### config.mk
export PLATFORM = sky130hd
export DESIGN_NAME = bit_deserializer_flat
export DESIGN_NICKNAME = d
export VERILOG_FILES = /design/src/rtl/bit_deserializer_if.sv /design/src/rtl/bit_deserializer.sv /design/src/flat_wrapper.sv
export SDC_FILE = /design/constraint.sdc
export NUM_CORES = 1
export LEC_CHECK = 0
export CAP_MARGIN = 20
export CORE_MARGIN = 5
export CORE_UTILIZATION = 54
export CTS_CLUSTER_DIAMETER = 120
export DETAILED_ROUTE_END_ITERATION = 10
export GPL_TIMING_DRIVEN = 1
export PLACE_DENSITY = 0.83
export SLEW_MARGIN = 20
export SYNTH_ARGS = -nofsm -noshare
export SYNTH_HDL_FRONTEND = slang
export SYNTH_SLANG_ARGS = --single-unit
### constraint.sdc
create_clock -name clk -period 3.6 [get_ports clk]
set_input_delay 0.54 -clock clk [delete_from_list [all_inputs] [get_ports clk]]
set_output_delay 0.54 -clock clk [all_outputs]
set_load 0.1 [all_outputs]
### src/rtl/bit_deserializer_if.sv
// Handshake bundle for bit_deserializer: serial bit input side, assembled-word output side, word counter.
// The master drives bits and consumes words; the slave is the deserializer.
interface bit_deserializer_if #(
  parameter int WIDTH = 8
);
  logic             in_bit;
  logic             in_valid;
  logic             in_ready;
  logic             flush;
  logic [WIDTH-1:0] out_data;
  logic             out_valid;
  logic             out_ready;
  logic [7:0]       word_cnt;

  modport master (
    output in_bit, in_valid, flush, out_ready,
    input  in_ready, out_data, out_valid, word_cnt
  );

  modport slave (
    input  in_bit, in_valid, flush, out_ready,
    output in_ready, out_data, out_valid, word_cnt
  );
endinterface

### src/rtl/bit_deserializer.sv
// Serial-to-parallel: WIDTH bits (LSB first) -> one word; out_valid one cycle after the last bit, no bubble.
// Backpressure: only the last bit of the next word stalls (in_ready=0) while a held word is unconsumed.
module bit_deserializer #(
  parameter int WIDTH = 8
) (
  input  logic               clk,
  input  logic               rst_n,
  bit_deserializer_if.slave  bus
);

  localparam int CW = $clog2(WIDTH);
  localparam logic [CW-1:0] LAST = CW'(WIDTH - 1);

  logic [WIDTH-1:0] sr_q, sr_d;
  logic [CW-1:0]    cnt_q, cnt_d;
  logic [WIDTH-1:0] od_q, od_d;
  logic             out_valid_q, out_valid_d;
  logic [7:0]       word_cnt_q, word_cnt_d;

  logic in_rdy;
  logic acc;
  logic last;
  logic out_hs;

  assign last   = (cnt_q == LAST);
  // Completing a word is the only move that needs the output register free.
  assign in_rdy = ~bus.flush & ~(last & out_valid_q & ~bus.out_ready);
  assign acc    = bus.in_valid & in_rdy;
  assign out_hs = out_valid_q & bus.out_ready;

  always_comb begin
    sr_d        = sr_q;
    cnt_d       = cnt_q;
    od_d        = od_q;
    out_valid_d = out_valid_q;
    word_cnt_d  = word_cnt_q + 8'(out_hs);

    if (out_hs) begin
      out_valid_d = 1'b0;
    end

    if (bus.flush) begin
      sr_d  = '0;
      cnt_d = '0;
    end else if (acc) begin
      if (last) begin
        od_d        = {bus.in_bit, sr_q[WIDTH-2:0]};
        out_valid_d = 1'b1;
        sr_d        = '0;
        cnt_d       = '0;
      end else begin
        sr_d[cnt_q] = bus.in_bit;
        cnt_d       = cnt_q + CW'(1);
      end
    end
  end

  always_ff @(posedge clk or negedge rst_n) begin
    if (!rst_n) begin
      sr_q        <= '0;
      cnt_q       <= '0;
      od_q        <= '0;
      out_valid_q <= 1'b0;
      word_cnt_q  <= '0;
    end else begin
      sr_q        <= sr_d;
      cnt_q       <= cnt_d;
      od_q        <= od_d;
      out_valid_q <= out_valid_d;
      word_cnt_q  <= word_cnt_d;
    end
  end

  assign bus.in_ready  = in_rdy;
  assign bus.out_data  = od_q;
  assign bus.out_valid = out_valid_q;
  assign bus.word_cnt  = word_cnt_q;

endmodule

### src/flat_wrapper.sv
// flat-port wrapper written by rule: the top's interface ports become plain ports
module bit_deserializer_flat 
#(
  parameter int WIDTH = 8
)
  (clk, rst_n, bus_in_bit, bus_in_valid, bus_flush, bus_out_ready, bus_in_ready, bus_out_data, bus_out_valid, bus_word_cnt);
  bit_deserializer_if #(.WIDTH(WIDTH)) bus_i ();
  input  logic clk;
  input  logic rst_n;
  input wire logic [$bits(bus_i.in_bit)-1:0] bus_in_bit;
  input wire logic [$bits(bus_i.in_valid)-1:0] bus_in_valid;
  input wire logic [$bits(bus_i.flush)-1:0] bus_flush;
  input wire logic [$bits(bus_i.out_ready)-1:0] bus_out_ready;
  output wire logic [$bits(bus_i.in_ready)-1:0] bus_in_ready;
  output wire logic [$bits(bus_i.out_data)-1:0] bus_out_data;
  output wire logic [$bits(bus_i.out_valid)-1:0] bus_out_valid;
  output wire logic [$bits(bus_i.word_cnt)-1:0] bus_word_cnt;
  assign bus_i.in_bit = bus_in_bit;
  assign bus_i.in_valid = bus_in_valid;
  assign bus_i.flush = bus_flush;
  assign bus_i.out_ready = bus_out_ready;
  assign bus_in_ready = bus_i.in_ready;
  assign bus_out_data = bus_i.out_data;
  assign bus_out_valid = bus_i.out_valid;
  assign bus_word_cnt = bus_i.word_cnt;
  bit_deserializer #(.WIDTH(WIDTH)) u_core (.clk(clk), .rst_n(rst_n), .bus(bus_i));
endmodule
==> results of run 1 <==
-- metrics by stage --
stage | power [W] | hold slack, ns
after floorplan | 0.000342 | 0.244
after global placement | 0.000357 | 0.458
after detailed placement | 0.000359 | 0.472
after CTS | 0.000481 | 0.490
after global routing | 0.000500 | 0.497
final | 0.000477 | 0.485
-- how the worst max path moves through the flow --
stage | cells after the start | slack, ns | to | start
after floorplan | 2 | 0.49 | bus_in_ready | u_core.bus.out_valid$_DFF_PN0_
after global placement | 4 | 1.51 | bus_in_ready | bus_out_ready
after detailed placement | 4 | 1.43 | bus_in_ready | bus_out_ready
after CTS | 1 | 1.13 | bus_word_cnt[2] | u_core.bus.word_cnt[2]$_DFF_PN0_
after global routing | 1 | 1.08 | bus_word_cnt[2] | u_core.bus.word_cnt[2]$_DFF_PN0_
final | 1 | 1.14 | bus_word_cnt[2] | u_core.bus.word_cnt[2]$_DFF_PN0_
-- final cells by class --
cell class / count / area [µm²] / area share (%)
Sequential cell: 27 / 676 / 44.5
Multi-Input combinational cell: 68 / 543 / 35.7
Timing Repair Buffer: 24 / 235 / 15.5
Tap cell: 28 / 35.0 / 2.31
Clock buffer: 4 / 26.3 / 1.73
Inverter: 1 / 3.75 / 0.247
-- cell usage after synthesis --
| master | instances |
|---|---|
| sky130_fd_sc_hd__nor4_1 | 2 |
| sky130_fd_sc_hd__buf_2 | 2 |
| sky130_fd_sc_hd__nor3b_1 | 1 |
| sky130_fd_sc_hd__mux2_2 | 9 |
| sky130_fd_sc_hd__nand2b_1 | 1 |
| sky130_fd_sc_hd__and2_1 | 1 |
| sky130_fd_sc_hd__a211o_1 | 7 |
| sky130_fd_sc_hd__o311a_2 | 2 |
| sky130_fd_sc_hd__nor3_1 | 2 |
| sky130_fd_sc_hd__ha_1 | 4 |
| sky130_fd_sc_hd__nand2_1 | 3 |
| sky130_fd_sc_hd__or3b_1 | 2 |
| sky130_fd_sc_hd__xnor2_1 | 3 |
| sky130_fd_sc_hd__xor2_1 | 3 |
| sky130_fd_sc_hd__nor2_4 | 1 |
| sky130_fd_sc_hd__dfrtp_1 | 27 |
| sky130_fd_sc_hd__nand3b_1 | 4 |
| sky130_fd_sc_hd__a22o_1 | 1 |
| sky130_fd_sc_hd__o211a_1 | 1 |
| sky130_fd_sc_hd__nor2b_1 | 1 |
| sky130_fd_sc_hd__o21ba_2 | 1 |
| sky130_fd_sc_hd__inv_1 | 1 |
| sky130_fd_sc_hd__nand3_1 | 3 |
| sky130_fd_sc_hd__nor2_1 | 6 |
| sky130_fd_sc_hd__a21boi_0 | 1 |
| sky130_fd_sc_hd__nand4bb_1 | 1 |
| sky130_fd_sc_hd__and3_1 | 6 |
| sky130_fd_sc_hd__a21oi_2 | 1 |
| sky130_fd_sc_hd__a21oi_1 | 1 |
| sky130_fd_sc_hd__buf_6 | 2 |
-- logic make-up (layout without fill, tap and decap cells) --
| family | after synthesis | after routing | synth area share, % |
|---|---|---|---|
| flops | 27 | 27 | 53.8 |
| buf+inv | 5 | 29 | 2.89 |
| fa+ha+maj | 4 | 4 | 3.99 |
| compound gates | 15 | 15 | 10.7 |
| mux | 9 | 9 | 8.08 |
| simple gates | 34 | 34 | 16.4 |
| xor+xnor | 6 | 6 | 4.19 |
-- per-layer routing --
metal  track usage (%)  vias to the layer above  wire length [µm]
met4              5.96                        0                23
met5                 0                        -                 0
met1              17.6                      421               988
li1                  -                      412                 -
met3              2.90                        2                80
met2              26.1                       13              1090
-- placed cells by master (no fill, tap or decap), drive strengths merged, types with 2 or more instances in the layout --
master	instances
nor4	2
xor2	3
a211o	7
ha	4
nand2	3
nor2	7
clkdlybuf4s50	22
nor3	2
clkbuf	4
and3	6
a21oi	2
buf	2
dfrtp	27
nand3b	4
or3b	2
nand3	3
o311a	2
mux2	9
xnor2	3
-- state kept, by name, indices dropped and copies added, names as in the netlist --
name and count:
u_core.cnt_q 3, u_core.bus.word_cnt 8, u_core.sr_q 7, u_core.bus.out_valid 1
u_core.bus.out_data 8
-- power groups by stage --
stage / clock network (W) / logic (W) / registers (W)
3_3_place_gp: 0 / 0.0000366 / 0.000321
3_5_place_dp: 0 / 0.0000382 / 0.000321
4_1_cts: 0.000127 / 0.0000383 / 0.000315
6_report: 0.000123 / 0.0000377 / 0.000316
2_1_floorplan: 0 / 0.0000245 / 0.000318
5_1_grt: 0.000141 / 0.0000417 / 0.000317
==> impl_summary.txt, run 1 <==
----------------------------------------------------
[Pwr]
  Net switching power ... 0.000110 W
  Portion of total power attributed to the clock network ... 25.9%
  Comb pwr share ... 7.9%
  Internal ... 0.000367 W
  Worst IR Drop VDD ... between 0.0002 and 0.00025 V
  Switching part of the total ... 23.1%
  Total power per unit cell area ... ~310 nW/µm²
  Part of the total power dissipated in sequential elements ... 66.2%
  Standby leakage power ... 0.782 nW

[Yosys]
  Syn nets ... 110
  Total of flip-flops plus latches after synthesis ... 27
  Yosys warning count ... 0
  Number of cells produced by synthesis ... 100
  Synth area leaders ... sky130_fd_sc_hd__dfrtp_1 (54%), sky130_fd_sc_hd__mux2_2 (8.1%), sky130_fd_sc_hd__a211o_1 (4.9%)
  Post-synthesis instance area ... 1250 µm²
  Top cell type's share of synthesized area ... 53.8%
  Number of different library cells in the post-synthesis netlist ... 30
  Leading area contributor after synthesis ... sky130_fd_sc_hd__dfrtp_1
  Sequential element share of the synthesized area ... 53.8%
  Synth Area per Inst ... 12.5 µm²

[Timing]
  Worst slew slack as a fraction of its limit ... roughly a third
  Clock tree skew after final layout ... ~0.0016 ns
  Final period utilization ... 68.4%
  Setup repair after global routing missed its margin ... no
  Minimum clock period ... 2.46 ns
  Worst setup slack after layout ... 1.14 ns
  Final Slew Violations ... 0
  Number of failing setup endpoints in the final timing report ... 0
  Final TNS setup ... 0 ns
  Slew at the pin with the worst max-slew slack ... just under 1 ns
  Number of endpoints with negative hold slack in the final report ... 0
  Fmax ... 406 MHz

[Critical path]
  Capturing point of the worst reg2reg path ... u_core.bus.out_data[4]$_DFFE_PN0P_
  Minimum setup slack among reg-to-reg paths ... between 1.5 and 2 ns
  Crit Path Category ... reg2out
  Largest delay share family, worst path ... buffers and inverters
  Highest fanout seen on the critical path ... 5
  Delay of the slowest critical-path stage ... 1.16 ns
  CP cell instances ... clkdlybuf4s50_1
  WP data arrival ... ~1.9 ns
  CP Buf/Inv Count ... 1
  Beginning of the worst register-to-register path ... u_core.cnt_q[0]$_DFFE_PN0P_
  CP max-delay cell ... sky130_fd_sc_hd__clkdlybuf4s50_1
  Crit path launch type ... register
  Required time reported for the critical path endpoint ... 3.06 ns
  CP endpoint kind ... output port
  Length in cells of the worst reg-to-reg path ... 5

[Floorplanning]
  Floorplan row count ... 17
  Num ports ... 24
  Initial Util ... 56.7%
  Core area ... 2210 µm²
  Die X ... 58.2 µm
  Die Height ... 58.2 µm
  Area of the die ... between 3000 and 4000 µm²

[Layout]
  Diodes inserted ... 0
  Final core utilization ... 68.7%
  Area overhead of the layout relative to synthesis ... 21.0%
  Proportion of layout cells with a drive suffix above 1 ... 15.3%
  Number of nets in the finished design ... 135
  Layout Cell Area excl Fill ... about 1500 µm²
  Fill count ... 173
  Cell Count, Final, Fillers Out ... 152

[Global routing]
  Total routing resource utilization after global routing ... between 10 and 15%
  Largest net degree at the start of global routing ... 28
  Global-route wire length before repair ... 3.77 mm
  Number of antenna violations at the first check in global routing ... 0
  Remaining global-route overflow ... 0
  Vias in the first global route ... 888

[Worst hold path]
  Endpoint with the worst hold slack ... u_core.bus.word_cnt[7]$_DFF_PN0_
  Startpoint of the worst hold path ... u_core.bus.word_cnt[7]$_DFF_PN0_
  Cell depth of the worst min-delay path ... 1
  Hold/Removal Path Class ... reg2reg

[Clock tree]
  Root Buffer ... sky130_fd_sc_hd__clkbuf_4
  Buffer levels on the longest clock path ... 2
  Cts repair resizes ... 0
  Count of clock tree sinks ... 27
  Hold buffers post-CTS ... 0
  Buffer count from post-CTS setup fixing ... 0
  Worst-path clk slew ... 0.13 ns
  CTS HTree Levels ... 1
  Total clock buffers created by CTS ... 3
  Clock insertion delay at the later pin of the skew report ... 0.31 ns
  TritonCTS clock tree ... built

[Route]
  Number of DRC markers after the initial detailed-route iteration ... 8
  Vias after detailed routing ... 848
  Final routed wirelength across all metal layers ... 2.18 mm
  Via/cell ratio ... 5.58
  Avg WL per Cell ... 14.3 µm
  Antenna violation net count after detailed routing ... 0
  Number of detailed-route iterations in the first pass ... 4
  Post-route DRC violation count ... 0

[Outcome]
  Status ... finished, final reports clean

[Placement]
  Post-placement cell count ... 148
  DPL Wire Length ... 1.65 mm
  Routability cong. ... 0.778
  DP Worst Slack ... 1.43 ns
  Post-placement cell area ... roughly 1500 µm²
  Number of buffers inserted by port buffering ... 23

[Run]
  MaxCap Viol Count ... 0

----------------------------------------------------
Power figures use the tool's default switching activity.
==> run 2, diff against run 1 <==
--- a/config.mk
+++ b/config.mk
@@ -7,11 +7,11 @@
 export LEC_CHECK = 0
 export CAP_MARGIN = 20
 export CORE_MARGIN = 5
-export CORE_UTILIZATION = 54
+export CORE_UTILIZATION = 50
 export CTS_CLUSTER_DIAMETER = 120
 export DETAILED_ROUTE_END_ITERATION = 10
 export GPL_TIMING_DRIVEN = 1
-export PLACE_DENSITY = 0.83
+export PLACE_DENSITY = 0.77
 export SLEW_MARGIN = 20
 export SYNTH_ARGS = -nofsm -noshare
 export SYNTH_HDL_FRONTEND = slang
==> constraint.sdc (replaced) <==
create_clock -name clk -period 2.4 [get_ports clk]
set_input_delay 0.36 -clock clk [delete_from_list [all_inputs] [get_ports clk]]
set_output_delay 0.36 -clock clk [all_outputs]
set_load 0.1 [all_outputs]
==> run 2 against run 1 <==
  * Cell count increased by 1.3%
  * Die area increased by 6.6%
  * Total power increased by 51%
  * Critical path type unchanged
==> impl_summary.txt, run 2 (synthesis results as in run 1) <==
----------------------------------------------------
[Outcome]
  Status ... finished, final reports clean

[Placement]
  DP Worst Slack ... 0.444 ns (-0.986 ns)
  DPL Wire Length ... 1.57 mm (-4.8%)
  Routability cong. ... 0.746 (-4.1%)
  Number of buffers inserted by port buffering ... 23 (unchanged)

[Clock tree]
  Buffer count from post-CTS setup fixing ... 0 (unchanged)
  Total clock buffers created by CTS ... 3 (unchanged)
  Cts repair resizes ... 0 (unchanged)
  Root Buffer ... sky130_fd_sc_hd__clkbuf_4
  Worst-path clk slew ... 0.13 ns (about the same)
  Count of clock tree sinks ... 27 (unchanged)
  Buffer levels on the longest clock path ... 2 (unchanged)
  Hold buffers post-CTS ... 0 (unchanged)
  CTS HTree Levels ... 1 (unchanged)
  TritonCTS clock tree ... built
  Clock insertion delay at the later pin of the skew report ... 0.31 ns (about the same)

[Pwr]
  Internal ... 0.000552 W (+51%)
  Total power per unit cell area ... 482 nW/µm² (+53%)
  Switching part of the total ... 23.3% (+0.22 points)
  Part of the total power dissipated in sequential elements ... 65.8% (-0.4 points)
  Portion of total power attributed to the clock network ... 26.1% (+0.2 points)
  Standby leakage power ... 0.821 nW (+5.1%)
  Comb pwr share ... 8.1% (+0.2 points)
  Net switching power ... 0.000168 W (+52%)
  Worst IR Drop VDD ... 0.000371 V (+71%)

[Route]
  Final routed wirelength across all metal layers ... 2.17 mm (-0.46%)
  Number of detailed-route iterations in the first pass ... 4 (unchanged)
  Antenna violation net count after detailed routing ... 0 (unchanged)
  Via/cell ratio ... 5.62 (+0.80%)
  Post-route DRC violation count ... 0 (unchanged)
  Avg WL per Cell ... 14.1 µm (-1.8%)
  Vias after detailed routing ... 866 (+2.1%)
  Number of DRC markers after the initial detailed-route iteration ... 33 (+25)

[Timing]
  Minimum clock period ... 2.11 ns
  Hold WS ... 0.397 ns (-0.0882 ns)
  Number of endpoints with negative hold slack in the final report ... 0 (unchanged)
  Final TNS setup ... 0 ns (unchanged)
  Final Slew Violations ... 0 (unchanged)
  Worst slew slack as a fraction of its limit ... 70.1% (+35 points)
  Number of failing setup endpoints in the final timing report ... 0 (unchanged)
  Fmax ... 475 MHz
  Worst setup slack after layout ... 0.294 ns (-0.845 ns)
  Final period utilization ... 87.8%
  Clock tree skew after final layout ... 0.00349 ns (+0.00185 ns)
  Setup repair after global routing missed its margin ... no
  Slew at the pin with the worst max-slew slack ... 0.449 ns (-0.520 ns)

[Critical path]
  CP max-delay cell ... sky130_fd_sc_hd__dfrtp_1
  Required time reported for the critical path endpoint ... 2.04 ns (-1.02 ns)
  Largest delay share family, worst path ... flip-flops
  Highest fanout seen on the critical path ... 12 (+7)
  Minimum setup slack among reg-to-reg paths ... 0.43 ns (-1.21 ns)
  WP data arrival ... 1.75 ns (-0.17 ns)
  Length in cells of the worst reg-to-reg path ... 5 (unchanged)
  Beginning of the worst register-to-register path ... u_core.cnt_q[0]$_DFFE_PN0P_
  Crit Path Category ... reg2out
  Capturing point of the worst reg2reg path ... u_core.bus.out_data[0]$_DFFE_PN0P_
  CP cell instances ... ha_1 -> ha_1 -> a21oi_2 -> buf_12
  Delay of the slowest critical-path stage ... 0.53 ns (-0.63 ns)
  CP endpoint kind ... output port
  CP Buf/Inv Count ... 1 (unchanged)
  Crit path launch type ... register
  Cell repeated most along the worst path ... sky130_fd_sc_hd__ha_1

[Floorplanning]
  Area of the die ... 3610 µm² (+6.6%)
  Die Height ... 60.1 µm (+3.3%)
  Initial Util ... 51.6% (-5.1 points)
  Floorplan row count ... 18 (+1)
  Core area ... 2430 µm² (+10%)
  Num ports ... 24 (unchanged)
  Die X ... 60.1 µm (+3.3%)

[Layout]
  Seq. cell area ... 676 µm² (unchanged)
  Total area of multi-input combinational cells ... 547 µm² (+0.69%)
  Number of nets in the finished design ... 135 (unchanged)
  Area overhead of the layout relative to synthesis ... 19.1%
  Diodes inserted ... 0 (unchanged)
  Proportion of layout cells with a drive suffix above 1 ... 29.8% (+15 points)
  Fill count ... 204 (+18%)
  Most common cell after layout, fill and taps aside ... sky130_fd_sc_hd__dfrtp_1
  Top library cells by usage in the layout, fill and taps aside ... sky130_fd_sc_hd__dfrtp_1 (27), sky130_fd_sc_hd__buf_4 (18), sky130_fd_sc_hd__mux2_2 (9), sky130_fd_sc_hd__a211o_1 (7)

[Global routing]
  Largest net degree at the start of global routing ... 28 (unchanged)
  Remaining global-route overflow ... 0 (unchanged)
  Number of antenna violations at the first check in global routing ... 0 (unchanged)
  Vias in the first global route ... 868 (-2.3%)
  Total routing resource utilization after global routing ... 14.2% (-0.59 points)
  Global-route wire length before repair ... 3.91 mm (+3.5%)

[Run]
  MaxCap Viol Count ... 0 (unchanged)

[Worst hold path]
  Hold/Removal Path Class ... in2async

----------------------------------------------------
==> run 2: cell count changes in the layout (fill, tap and decap cells not counted), sizes merged <==
cell and change:
buf +17, clkdlybuf4s50 -17
==> run 2: worst max path at each step <==
stage                                   start                            endpoint  slack, ns  cells past startpoint
5_1_grt           u_core.cnt_q[0]$_DFFE_PN0P_                        bus_in_ready       0.17                      4
6_report          u_core.cnt_q[0]$_DFFE_PN0P_                        bus_in_ready       0.29                      4
2_1_floorplan  u_core.bus.out_valid$_DFF_PN0_                        bus_in_ready       0.09                      2
3_5_place_dp      u_core.cnt_q[0]$_DFFE_PN0P_  u_core.bus.out_data[0]$_DFFE_PN0P_       0.44                      5
4_1_cts           u_core.cnt_q[0]$_DFFE_PN0P_                        bus_in_ready       0.28                      4
3_3_place_gp      u_core.cnt_q[0]$_DFFE_PN0P_  u_core.bus.out_data[6]$_DFFE_PN0P_       0.51                      5
==> run 2: area by class of cell <==
type / count / share of cell area, %
clock buffers: 4 / 1.76
well taps: 30 / 2.51
flip-flops and latches: 27 / 45.2
inverters: 1 / 0.251
multi-input cells: 68 / 36.6
repair buffers: 24 / 13.7
==> run 2: power by group through the flow <==
stage	clock network (W)	logic [W]	registers, W
final	0.000188	0.0000582	0.000474
after global routing	0.000219	0.0000644	0.000476
after CTS	0.000198	0.0000598	0.000474
after detailed placement	0	0.0000596	0.000482
after global placement	0	0.0000582	0.000481
after floorplan	0	0.0000369	0.000477
==> run 2: layer usage <==
metal / share of wire [%] / global-route usage [%] / up-vias
met4: 0.65 / 5.70 / 0
li1: - / - / 412
met3: 4.1 / 2.16 / 2
met2: 49 / 23.1 / 17
met5: 0 / 0 / -
met1: 46 / 18.9 / 435
==> run 2: through the flow <==
stage | area (µm²) | cells | total power [W] | util (%)
after floorplan | 1260 | 100 | 0.000514 | -
after global placement | 1470 | 150 | 0.000540 | 60.4
after detailed placement | 1470 | 150 | 0.000542 | 60.4
after CTS | 1500 | 154 | 0.000732 | 61.5
after global routing | 1500 | 154 | 0.000759 | 61.5
final | 1500 | 154 | 0.000720 | 61.5
==> run 3, diff against run 2 <==
--- a/config.mk
+++ b/config.mk
@@ -5,7 +5,6 @@
 export SDC_FILE = /design/constraint.sdc
 export NUM_CORES = 1
 export LEC_CHECK = 0
-export CAP_MARGIN = 20
 export CORE_MARGIN = 5
 export CORE_UTILIZATION = 50
 export CTS_CLUSTER_DIAMETER = 120
==> results of run 3 <==
Final layout, timing and power as in run 2 (identical DEF).
